### src/rtl/cpu_run_monitor.sv
// cpu_run_monitor: tracks one CPU program run from the first reset-vector fetch to halt or timeout.
// Counts enabled cycles and distinct fetches, captures $v0 at halt, and flags pass/fail against expected_v0.
// Ports: clk/reset/clk_enable; CPU taps active, instr_address, register_v0; reference expected_v0;
//        verdict done/pass/fail/timeout/misaligned; statistics cycles, fetches, result_v0.
module cpu_run_monitor #(
  parameter logic [31:0] RESET_VECTOR   = 32'hBFC00000,
  parameter int unsigned TIMEOUT_CYCLES = 1000
) (
  input  logic        clk,
  input  logic        reset,
  input  logic        clk_enable,
  input  logic        active,
  input  logic [31:0] instr_address,
  input  logic [31:0] register_v0,
  input  logic [31:0] expected_v0,
  output logic        done,
  output logic        pass,
  output logic        fail,
  output logic        timeout,
  output logic        misaligned,
  output logic [31:0] cycles,
  output logic [31:0] fetches,
  output logic [31:0] result_v0
);

  localparam logic [31:0] TIMEOUT_LIM = 32'(TIMEOUT_CYCLES);

  typedef enum logic [1:0] {
    IDLE = 2'd0,
    RUN  = 2'd1,
    HALT = 2'd2,
    TOUT = 2'd3
  } state_t;

  state_t      state;
  state_t      state_nxt;

  logic [31:0] prev_addr;
  logic [31:0] prev_addr_nxt;
  logic        done_nxt;
  logic        pass_nxt;
  logic        timeout_nxt;
  logic        misaligned_nxt;
  logic [31:0] cycles_nxt;
  logic [31:0] fetches_nxt;
  logic [31:0] result_v0_nxt;

  logic start_cond;
  logic halt_cond;
  logic timeout_hit;
  logic mis_seen;

  assign start_cond  = active && (instr_address == RESET_VECTOR);
  assign halt_cond   = !active || (instr_address == 32'h0);
  // Compared against the count already registered, so the run gets exactly
  // TIMEOUT_CYCLES enabled cycles in RUN before the timeout edge.
  assign timeout_hit = (cycles == TIMEOUT_LIM);
  // Sticky misalignment including the fetch on this edge, so a bad fetch on
  // the halt edge itself still spoils the verdict.
  assign mis_seen    = misaligned || (instr_address[1:0] != 2'b00);

  function automatic logic [31:0] sat_inc(input logic [31:0] v);
    return (v == 32'hFFFF_FFFF) ? v : v + 32'd1;
  endfunction

  // State register
  always_ff @(posedge clk) begin
    if (reset) begin
      state <= IDLE;
    end else if (clk_enable) begin
      state <= state_nxt;
    end
  end

  // Next-state logic; halt has priority over timeout on the same edge
  always_comb begin
    state_nxt = state;
    case (state)
      IDLE: if (start_cond) state_nxt = RUN;
      RUN: begin
        if (halt_cond)        state_nxt = HALT;
        else if (timeout_hit) state_nxt = TOUT;
      end
      default: state_nxt = state;  // HALT and TOUT leave only via reset
    endcase
  end

  // Next values for the registered flags and counters
  always_comb begin
    done_nxt       = done;
    pass_nxt       = pass;
    timeout_nxt    = timeout;
    misaligned_nxt = misaligned;
    cycles_nxt     = cycles;
    fetches_nxt    = fetches;
    result_v0_nxt  = result_v0;
    prev_addr_nxt  = prev_addr;
    case (state)
      IDLE: begin
        if (start_cond) begin
          cycles_nxt    = 32'd1;
          fetches_nxt   = 32'd1;
          prev_addr_nxt = instr_address;
        end
      end
      RUN: begin
        if (!halt_cond && timeout_hit) begin
          // Counters freeze at the limit on the timeout edge
          done_nxt      = 1'b1;
          timeout_nxt   = 1'b1;
          pass_nxt      = 1'b0;
          result_v0_nxt = register_v0;
        end else begin
          cycles_nxt     = sat_inc(cycles);
          if (instr_address != prev_addr) fetches_nxt = sat_inc(fetches);
          prev_addr_nxt  = instr_address;
          misaligned_nxt = mis_seen;
          if (halt_cond) begin
            done_nxt      = 1'b1;
            pass_nxt      = (register_v0 == expected_v0) && !mis_seen;
            result_v0_nxt = register_v0;
          end
        end
      end
      default: ;
    endcase
  end

  // Output / datapath registers
  always_ff @(posedge clk) begin
    if (reset) begin
      done       <= 1'b0;
      pass       <= 1'b0;
      timeout    <= 1'b0;
      misaligned <= 1'b0;
      cycles     <= 32'd0;
      fetches    <= 32'd0;
      result_v0  <= 32'd0;
      prev_addr  <= 32'd0;
    end else if (clk_enable) begin
      done       <= done_nxt;
      pass       <= pass_nxt;
      timeout    <= timeout_nxt;
      misaligned <= misaligned_nxt;
      cycles     <= cycles_nxt;
      fetches    <= fetches_nxt;
      result_v0  <= result_v0_nxt;
      prev_addr  <= prev_addr_nxt;
    end
  end

  assign fail = done && !pass;

endmodule

### config.mk
export PLATFORM = sky130hd
export DESIGN_NAME = cpu_run_monitor
export DESIGN_NICKNAME = d
export VERILOG_FILES = /design/src/rtl/cpu_run_monitor.sv
export SDC_FILE = /design/constraint.sdc
export NUM_CORES = 1
export LEC_CHECK = 0
export CAP_MARGIN = 20
export CORE_MARGIN = 8
export CORE_UTILIZATION = 30
export DETAILED_ROUTE_END_ITERATION = 16
export SYNTH_ARGS = -nofsm -noshare
export SYNTH_HDL_FRONTEND = slang
export SYNTH_SLANG_ARGS = --single-unit
### constraint.sdc
create_clock -name clk -period 3.2 [get_ports clk]
set_input_delay 0.48 -clock clk [delete_from_list [all_inputs] [get_ports clk]]
set_output_delay 0.48 -clock clk [all_outputs]
set_load 0.01 [all_outputs]
==> flow_summary_export.csv <==
group,metric,value,unit
critical_path,crit_start,"instr_address[4]",
sta,skew,0.0117,ns
placement,port_buffers,200,
pwr,peakVddDrop,333,uV
critical_path,end_kind,"flop",
sta,rsz0062_at_grt,"false",
logic_synthesis,ys_ff_latch,134,
logic_synthesis,netlist_area,6710,um^2
sta,slew_headroom,34.6,%
clocking,cts_tree,"done",
global_route,grt.overflow.total,0,
clocking,numCtsBuffers,17,
die,num_rows,54,
critical_path,crit_fanout,29,
min_path,holdCritStartpoint,"reset",
die,die_h,166,um
pwr,p_clk_share,53.0,%
final_layout,seq_area,2680,um^2
sta,final_hold_viol_count,0,
pwr,internal_power,3.26,mW
drt,route.detailed.drc,0,
logic_synthesis,synth_fp_nets,969,
pwr,p_leak,3.32,nW
logic_synthesis,synthCells,866,
critical_path,worstSetupPathType,"input port to flop",
sta,period_share,96.7,%
sta,max_freq,323,MHz
logic_synthesis,synth_ff_type,"dfxtp_1",
final_layout,num-fill-cells,2178,
logic_synthesis,async_reset_ff_share,0,%
critical_path,start_kind,"input port",
final_layout,drive_gt1_share,9.06,%
global_route,antenna_found_initial,1,
run_status,status,"complete, no violations",
final_layout,antenna_cells,0,
logic_synthesis,synth_edf_count,0,
drt,firstDrtPassIters,5,
clocking,htreeDepth,4,
sta,drv_slew,0,
final_layout,fin_util,45.9,%
drt,final_antenna_net_count,0,
logic_synthesis,seq_area_frac_synth,40.0,%
clocking,cts_hold_buf,0,
sta,setup_slack,0.104,ns
critical_path,ff2ff_setup_slack,0.22,ns
logic_synthesis,netlist.area_leader.share,40.0,%
final_layout,area_growth_syn_to_layout,49.7,%
placement,routabilityCongestion,0.851,
placement,dp_hpwl,17800,um
logic_synthesis,ys_types,53,
critical_path,r2r-start,"cycles[0]",
drt,drt-total-wl,23700,um
logic_synthesis,synth_area_leader_cell,"dfxtp_1",
global_route,grt_pass1_vias,7050,
logic_synthesis,ys_warn_count,0,
final_layout,multi_input_area,3820,um^2
die,dieArea,27400,um^2
clocking,insertion_delay,0.42,ns
clocking,cts_root_buf,"clkbuf_16",
global_route,grt_max_degree,84,
logic_synthesis,syn_area_per_cell,7.75,um^2
run,cap_violations,0,
pwr,power_frac_seq,40.2,%
clocking,clk_pin_slew,0.06,ns
pwr,p_sw,885,uW
pwr,p_sw_share,21.3,%
die,core_region_area,21900,um^2
drt,drtIter0Drc,588,
die,initial_core_util,30.6,%
pwr,pwr-share-comb,6.8,%
drt,wl_per_cell,17.0,um
sta,fin_crit,3.10,ns
critical_path,required,3.48,ns
clocking,ctsLongestPathBuffers,2,
die,dieWidth,166,um
final_layout,final_nets,1205,
drt,viasPerCell,5.15,
min_path,hold_class,"input port to flop",
clocking,cts_sinks,134,
placement,pre_cts_slack,-0.308,ns
drt,vias,7184,
global_route,grt_use_total,17.6,%
critical_path,arrival,3.37,ns
sta,setup_viol,0,
die,ios,201,
global_route,grt_pass1_wl,38300,um
sta,worstMarginPinSlew,0.981,ns
pwr,powerDensity,413,nW/um^2
logic_synthesis,synth_area_leaders,"dfxtp_1 40%, nand2_1 9.7%, xnor2_1 6.8%, a21oi_1 6.6%, o21ai_0 3.5%",
worst max-delay path: stages:
cell,delay [ns]
clkdlybuf4s50_1,0.41
or4_1,0.53
or4_4,0.53
or3_4,0.40
a32oi_2,0.21
buf_4,0.16
a21oi_1,0.09
buf_12,0.18
o21ai_0,0.22
o21ai_0,0.15
area by class of cell:
class / instances / share of cell area (%)
clock buffer: 21 / 4.59
multi-input combinational: 683 / 38.0
sequential: 134 / 26.7
inverter: 7 / 0.262
clock inverter: 11 / 1.96
tap: 280 / 3.49
timing repair buffer: 259 / 25.0
final timing paths:
path / to / cells after the start
worst max-delay path: fetches[2] / 10
worst min-delay path: fetches[0] / 2
worst max register to register: cycles[28] / 10
worst min register to register: result_v0[14] / 2
synthesized netlist by cell type, types with 20 or more instances:
cell type  instances
a21oi_1           89
clkbuf_1          30
dfxtp_1          134
nand2_1          173
nand3_1           34
nand4_1           32
nor2_1            56
nor4_1            20
o21ai_0           47
o31ai_1           25
xnor2_1           52
what timing repair did:
action	4_1_cts	5_1_grt
resized for setup	0	1
endpoints found under the setup margin	0	2
buffers inserted	0	0
cells in the final DEF (no fill, tap or decap), drive strengths merged, types with 3 or more instances in the layout:
cell type      instances
o41ai                  8
clkbuf                21
and3                  18
a211oi                 4
xnor2                 52
buf                   60
nand3                 34
or3                    5
ha                     3
clkinv                 4
a41oi                  3
or2                    3
nor3                  18
nand2                174
nor2                  56
o22a                   3
and4                   6
nor4                  20
o21ai                 52
o21a                   3
a21o                   3
xor2                  12
bufinv                 5
clkdlybuf4s50        199
and2                  12
or4                    8
a21oi                 89
dfxtp                134
a31oi                 15
a311oi                 3
o31ai                 25
nand4                 32
inv                    7
power groups by stage:
stage               Clock (mW)  Combinational [mW]  Sequential, mW
CTS                       2.25               0.284            1.67
floorplan                    0              0.0844            1.70
finish                    2.20               0.281            1.67
detailed placement           0               0.282            1.70
global route              2.32               0.302            1.67
global placement             0               0.282            1.70
stage by stage:
stage               cells  instance area, um^2  total power [mW]  hold WS (ns)  TNS (ns)
floorplan             866                 6710              1.79         0.449         0
global placement     1363                 9380              1.99         0.441    -10.14
detailed placement   1363                 9380              1.99         0.447    -12.96
CTS                  1395                10000              4.20         0.344         0
global route         1395                10000              4.29         0.346         0
finish               1395                10000              4.15         0.368         0
cell families after synthesis:
group	after synthesis	share of synthesized area, %
xor+xnor	64	8.36
fa+ha+maj	3	0.560
flops	134	40.0
simple gates	397	28.3
compound gates	219	19.7
buf+inv	49	3.15
routing by layer:
layer / track usage, % / share of wire [%] / routed length [um] / vias up
met5: 0 / 0.055 / 13 / -
met4: 4.42 / 1.3 / 311 / 2
met3: 6.82 / 9.3 / 2200 / 23
met2: 27.8 / 47 / 11000 / 242
met1: 21.9 / 43 / 10100 / 3323
li1: - / - / - / 3594
registers in the layout, summed over array words and instances (netlist names):
name        flops
state           2
result_v0      32
timeout         1
done            1
cycles         32
misaligned      1
pass            1
prev_addr      32
fetches        32
Power figures use the tool's default switching activity.
